`src/rtl/pong_referee.sv`:
```
// Pong referee: hit/miss detection, scoring and serve/point/game-over sequencing per video frame.
// Latency: outputs update 3 clk after a raw vblank rise (2-flop sync + edge detect), then hold until the next frame.
// Backpressure: none; the ball mover samples change_dir/speed at its own vblank rise, one frame later.
module pong_referee #(
    parameter logic [10:0] PADDLE_L_X    = 11'd40,
    parameter logic [10:0] PADDLE_R_X    = 11'd592,
    parameter logic [10:0] PADDLE_W      = 11'd8,
    parameter logic [10:0] PADDLE_H      = 11'd64,
    parameter logic [10:0] BALL_HSIZE    = 11'd8,
    parameter logic [10:0] BALL_VSIZE    = 11'd8,
    parameter logic [3:0]  SPEED_INIT    = 4'd2,
    parameter logic [3:0]  SPEED_MAX     = 4'd9,
    parameter logic [2:0]  HITS_PER_STEP = 3'd4,
    parameter logic [3:0]  WIN_SCORE     = 4'd9,
    parameter logic [6:0]  POINT_FRAMES  = 7'd90
) (
    input  logic        clk,
    input  logic        rst_n,
    input  logic        vblank,
    input  logic        serve,
    input  logic [10:0] ball_h_init,
    input  logic [10:0] ball_v_init,
    input  logic        ball_h_dir,
    input  logic [10:0] paddle_l_v,
    input  logic [10:0] paddle_r_v,
    output logic        change_dir,
    output logic [3:0]  speed,
    output logic [3:0]  score_l,
    output logic [3:0]  score_r,
    output logic        game_over
);

    // Ball direction encoding shared with the ball mover.
    localparam logic DIR_LEFT  = 1'b0;
    localparam logic DIR_RIGHT = 1'b1;

    // Geometry widened to 12 bits so the additions below cannot wrap.
    localparam logic [11:0] L_X   = {1'b0, PADDLE_L_X};
    localparam logic [11:0] R_X   = {1'b0, PADDLE_R_X};
    localparam logic [11:0] P_W   = {1'b0, PADDLE_W};
    localparam logic [11:0] P_H   = {1'b0, PADDLE_H};
    localparam logic [11:0] B_HS  = {1'b0, BALL_HSIZE};
    localparam logic [11:0] B_VS  = {1'b0, BALL_VSIZE};
    localparam logic [11:0] R_MISS_TH = R_X + P_W - B_HS;

    typedef enum logic [1:0] {S_IDLE, S_PLAY, S_POINT, S_OVER} state_t;

    state_t      state;
    logic        vb_s1, vb_s2, vb_d;
    logic        tick;
    logic [2:0]  hit_cnt;
    logic [6:0]  frame_cnt;

    logic [11:0] bh, bv, pl, pr;
    logic        v_ovl_l, v_ovl_r;
    logic        hit_l, hit_r, miss_l, miss_r;

    // Synchronise vblank and keep the previous synchronised level for edge detection.
    always_ff @(posedge clk or negedge rst_n) begin
        if (!rst_n) begin
            vb_s1 <= 1'b0;
            vb_s2 <= 1'b0;
            vb_d  <= 1'b0;
        end else begin
            vb_s1 <= vblank;
            vb_s2 <= vb_s1;
            vb_d  <= vb_s2;
        end
    end

    assign tick = vb_s2 & ~vb_d;

    assign bh = {1'b0, ball_h_init};
    assign bv = {1'b0, ball_v_init};
    assign pl = {1'b0, paddle_l_v};
    assign pr = {1'b0, paddle_r_v};

    assign v_ovl_l = (bv + B_VS >= pl) && (bv <= pl + P_H);
    assign v_ovl_r = (bv + B_VS >= pr) && (bv <= pr + P_H);

    assign hit_l  = (ball_h_dir == DIR_LEFT)  && (bh <= L_X + P_W) && (bh + B_HS >= L_X) && v_ovl_l;
    assign hit_r  = (ball_h_dir == DIR_RIGHT) && (bh <= R_X + P_W) && (bh + B_HS >= R_X) && v_ovl_r;
    assign miss_l = (ball_h_dir == DIR_LEFT)  && (bh < L_X)       && !hit_l;
    assign miss_r = (ball_h_dir == DIR_RIGHT) && (bh > R_MISS_TH) && !hit_r;

    // Game sequencer: all outputs registered, evaluated once per frame tick.
    always_ff @(posedge clk or negedge rst_n) begin
        if (!rst_n) begin
            state      <= S_IDLE;
            change_dir <= 1'b0;
            speed      <= 4'd0;
            score_l    <= 4'd0;
            score_r    <= 4'd0;
            game_over  <= 1'b0;
            hit_cnt    <= 3'd0;
            frame_cnt  <= 7'd0;
        end else if (tick) begin
            // A reversal lasts exactly one frame; any other tick clears it.
            change_dir <= 1'b0;
            case (state)
                S_IDLE: begin
                    speed <= 4'd0;
                    if (serve) begin
                        state   <= S_PLAY;
                        speed   <= SPEED_INIT;
                        hit_cnt <= 3'd0;
                    end
                end
                S_PLAY: begin
                    // The frame right after a reversal ignores hits so the ball can leave the paddle.
                    if (!change_dir && (hit_l || hit_r)) begin
                        change_dir <= 1'b1;
                        if (hit_cnt == HITS_PER_STEP - 3'd1) begin
                            hit_cnt <= 3'd0;
                            if (speed < SPEED_MAX) begin
                                speed <= speed + 4'd1;
                            end
                        end else begin
                            hit_cnt <= hit_cnt + 3'd1;
                        end
                    end
                    if (miss_l) begin
                        score_r    <= score_r + 4'd1;
                        speed      <= 4'd0;
                        frame_cnt  <= 7'd0;
                        change_dir <= 1'b0;
                        if (score_r + 4'd1 == WIN_SCORE) begin
                            state     <= S_OVER;
                            game_over <= 1'b1;
                        end else begin
                            state <= S_POINT;
                        end
                    end else if (miss_r) begin
                        score_l    <= score_l + 4'd1;
                        speed      <= 4'd0;
                        frame_cnt  <= 7'd0;
                        change_dir <= 1'b0;
                        if (score_l + 4'd1 == WIN_SCORE) begin
                            state     <= S_OVER;
                            game_over <= 1'b1;
                        end else begin
                            state <= S_POINT;
                        end
                    end
                end
                S_POINT: begin
                    // Ball stays frozen for the hold period, so the miss cannot be rescored.
                    speed <= 4'd0;
                    if (frame_cnt == POINT_FRAMES - 7'd1) begin
                        state <= S_IDLE;
                    end else begin
                        frame_cnt <= frame_cnt + 7'd1;
                    end
                end
                S_OVER: begin
                    speed     <= 4'd0;
                    game_over <= 1'b1;
                    if (serve) begin
                        score_l   <= 4'd0;
                        score_r   <= 4'd0;
                        game_over <= 1'b0;
                        state     <= S_IDLE;
                    end
                end
                default: begin
                    state <= S_IDLE;
                    speed <= 4'd0;
                end
            endcase
        end
    end

endmodule

```
`config.mk`:
```
export PLATFORM = sky130hd
export DESIGN_NAME = pong_referee
export DESIGN_NICKNAME = d
export VERILOG_FILES = /design/src/rtl/pong_referee.sv
export SDC_FILE = /design/constraint.sdc
export NUM_CORES = 1
export LEC_CHECK = 0
export ABC_AREA = 0
export CAP_MARGIN = 20
export CORE_MARGIN = 2
export CORE_UTILIZATION = 58
export DETAILED_ROUTE_END_ITERATION = 7
export HOLD_SLACK_MARGIN = 0.15
export PLACE_DENSITY = 0.87
export SLEW_MARGIN = 20
export SYNTH_ARGS = -nofsm -noshare
export SYNTH_HDL_FRONTEND = slang
export SYNTH_SLANG_ARGS = --single-unit
```
`constraint.sdc`:
```
create_clock -name clk -period 5.3 [get_ports clk]
set_clock_uncertainty 0.15 [all_clocks]
set_input_delay 0.53 -clock clk [delete_from_list [all_inputs] [get_ports clk]]
set_output_delay 0.53 -clock clk [all_outputs]
set_load 0.02 [all_outputs]
```
==> summary.json <==
{
  "cts-resized-gates": 0,
  "routed_wire_length_per_instance_um": 15.30,
  "rsz0062_at_grt": "no",
  "final_setup_violation_count": 0,
  "post_synth_inst_count": 410,
  "antenna_found_initial": 0,
  "switching_power_mw": 0.4069,
  "dieHeight_um": 79.72,
  "setup.worst_path.end_class": "register",
  "power_density_nw_per_um2": 254.7,
  "yosysSeqAreaShare_pct": 21.82,
  "cp_max_fo": 8,
  "global_route.peak_usage_layer": "met2",
  "seq_power_share_pct": 31.7,
  "route.antenna.remaining_nets": 0,
  "power_leakage_nw": 1.948,
  "grt_first_pass_wirelength_mm": 13.86,
  "globalRouteTotalUtil_pct": 26.96,
  "initial_utilization_pct": 60.40,
  "yosys.cell_types.count": 55,
  "floorplan.io_pins": 63,
  "first_global_vias": 3188,
  "post_route_cells_drive_above_1_share_pct": 4.852,
  "synth_seq_cells": 29,
  "p_clk_share_pct": 22.6,
  "max-cap-violations": 0,
  "drt-total-wl_mm": 8.356,
  "io_buffer_count": 62,
  "setup_tns_ps": 0,
  "use_met3_pct": 3.959,
  "floorplan.die_area_um2": 6355,
  "cts_setup_buffers": 0,
  "tritoncts_clock_tree": "yes",
  "synth_top_area_share_pct": 21.82,
  "worst_setup_hold_path_clk_slew_ps": 60,
  "gp_routability_congestion": 0.8865,
  "synthTopCellsByArea": "dfrtp_1 (22%), ha_1 (20%), inv_1 (4.6%)",
  "synthArstFlopShare_pct": 100.0,
  "buffer_type_at_the_clock_tree_root": "clkbuf_8",
  "rows": 27,
  "tritoncts.num_buffers": 5,
  "nNetsFinal": 576,
  "post_cts_hold_buffer_count": 0,
  "cts.sink_count": 29,
  "power.share.switching_pct": 38.65,
  "finalHoldViolations": 0,
  "cpLargestDelayFamily": "compound AO/OA/AOI/OAI gates",
  "synthDominantAreaCellType": "dfrtp_1",
  "core_area_um2": 5507,
  "power.share.combinational_pct": 45.7,
  "cts-htree-levels": 2,
  "clk_path_buf_depth": 2,
  "hp-class": "reg2reg",
  "layout-area-overhead-vs-synth_pct": 24.30,
  "post-place-ws_ps": 924.2,
  "irDropWorstVdd_uv": 245.7,
  "clk-insertion-delay-late_ps": 280,
  "cp_data_arrival_time_ps": 4150,
  "cell_count_final_fillers_out": 546,
  "globalRouteMet2Util_pct": 46.89,
  "place.detailed.instances": 538,
  "critical_path_class": "in2reg",
  "startpoint_type": "input pin",
  "ys.warnings.count": 0,
  "tightest_slew_ps": 792.3,
  "die_x_um": 79.72,
  "status": "finished, final reports clean",
  "yosys_most_used_dff": "dfrtp_1",
  "slew_headroom_pct": 47.07,
  "fmax_ghz": 0.2450,
  "slew_viol_final": 0,
  "cp_slowest_cell": "clkdlybuf4s50_1",
  "drc_violation_total_after_the_first_tritonroute_iteration": 198,
  "synth_enable_flop_cells": 0,
  "power.total_mw": 1.053,
  "syn_area_per_cell_um2": 8.111,
  "worst_setup_slack_after_layout_ps": 1219,
  "critical_path.max_stage_delay_ps": 620,
  "mappedNetlistArea_um2": 3326,
  "post-dp-hpwl_mm": 6.564,
  "detail_route.first_pass.iterations": 4,
  "n_antenna_cell": 0,
  "worstPathCellList": "clkdlybuf4s50_1 > ha_1 > nand3_1 > xnor2_1 > ha_1 > and2_1 > a221oi_1 > o21ai_0 > a41o_1 > a31oi_1 > nand2b_1 > a21o_1 > or4_1 > nand3_1",
  "met1_usage_pct": 35.62,
  "route.vias.total": 3255,
  "finalCriticalPeriod_ps": 4081,
  "cp_num_buf_inv": 1,
  "postSynthNetCount": 513,
  "critPathRequiredTime_ps": 5370,
  "drcViolationCount": 0,
  "largest_net_degree_at_the_start_of_global_routing": 30,
  "power_report.internal_total_mw": 0.6459,
  "overflow": 0,
  "final.period_utilization_pct": 77.00,
  "vias_per_cell": 5.962
}
==> synth_stat cells (4+ instances only) <==
library cell and instances:
ha_1 54, nor3_1 9, nand3_1 24, nor2_1 14
nor2b_1 9, a211o_1 5, a31oi_1 6, o21ai_0 22
o211ai_1 4, dfrtp_1 29, xnor2_1 9, o21a_1 4
a21boi_0 6, xor2_1 5, nand4_1 7, and3_1 8
clkbuf_1 5, and2_1 4, inv_1 41, nor3b_1 6
or4_1 4, nand2_1 41, nand2b_1 15, mux2i_1 7
a21o_1 8, a21oi_1 17
==> placed cells by master (no fill, tap or decap), types with 6 or more instances in the layout <==
master / instances
xnor2_1: 9
a31oi_1: 6
nand4_1: 7
clkbuf_8: 6
nor2b_1: 9
a21boi_0: 6
o21ai_0: 22
nor2_1: 14
and3_1: 8
nor3_1: 9
mux2i_1: 7
a21o_1: 8
clkdlybuf4s50_1: 62
nand2b_1: 15
inv_1: 41
nand3_1: 24
a21oi_1: 17
nand2_1: 41
nor3b_1: 6
dfrtp_1: 29
ha_1: 54
==> final cells by class <==
class / instances / area (um^2)
Clock buffer: 7 / 86.33
Inverter: 41 / 153.9
Fill cell: 403 / 1373
Sequential cell: 29 / 725.7
Tap cell: 72 / 90.09
Timing Repair Buffer: 64 / 635.6
Clock inverter: 1 / 30.03
Multi-Input combinational cell: 332 / 2412
==> final timing paths <==
kind	from	end	slack, ps	cells past startpoint
worst min-delay path	vb_s1	vb_s2	200	0
worst max-delay path	ball_v_init[3]	score_r[3]	1220	14
worst max register to register	vb_s2	score_l[2]	2760	8
min in group asynchronous	rst_n	frame_cnt[2]	490	2
worst min register to register	vb_s1	vb_s2	200	0
max in group asynchronous	rst_n	state[1]	4240	2
==> per-layer routing <==
layer	up-vias	wire, um
li1	1615	-
met1	1525	3754
met2	105	4085
met3	10	432
met4	0	83
met5	-	0
==> worst reg2reg max path, stage by stage, from the launching register on <==
cell      delay (ps)
dfrtp_1          360
nor2b_1          650
nand2_1          270
nor2_1           240
nand2b_1          80
a21o_1           210
o21a_1           180
o21ai_0          180
o21ai_0          100
==> power groups by stage <==
stage | clock, mW | sequential (mW) | combinational [mW]
after floorplan | 0 | 0.335 | 0.298
after global placement | 0 | 0.332 | 0.457
after detailed placement | 0 | 0.335 | 0.476
after CTS | 0.239 | 0.332 | 0.480
after global routing | 0.253 | 0.343 | 0.533
final | 0.238 | 0.334 | 0.481
==> metrics by stage <==
| step | hold slack, ps | util [%] | area (um^2) |
|---|---|---|---|
| after global routing | 206.6 | 75.07 | 4134 |
| after global placement | 182.6 | 72.96 | 4018 |
| after floorplan | 84.41 | - | 3326 |
| after detailed placement | 190.5 | 72.96 | 4018 |
| final | 202.9 | 75.07 | 4134 |
| after CTS | 204.5 | 75.07 | 4134 |
==> registers in the layout, indices dropped and copies added, names as in the netlist <==
signal	flops
frame_cnt	7
hit_cnt	3
change_dir	1
vb_s1	1
vb_d	1
speed	4
state	2
score_r	4
vb_s2	1
game_over	1
score_l	4
==> kinds of logic (layout without fill, tap and decap cells) <==
kind of cell | Yosys count | count (layout) | synth area share, %
muxes | 10 | 10 | 3.235
xor gates and xnor gates | 14 | 14 | 3.687
AOI/OAI and AO/OA | 99 | 99 | 20.35
and+or+nand+nor | 155 | 155 | 24.94
DFF | 29 | 29 | 21.82
buffers and inverters | 49 | 113 | 5.643
adders and majority gates | 54 | 54 | 20.32
(Power assumes the default switching activity.)
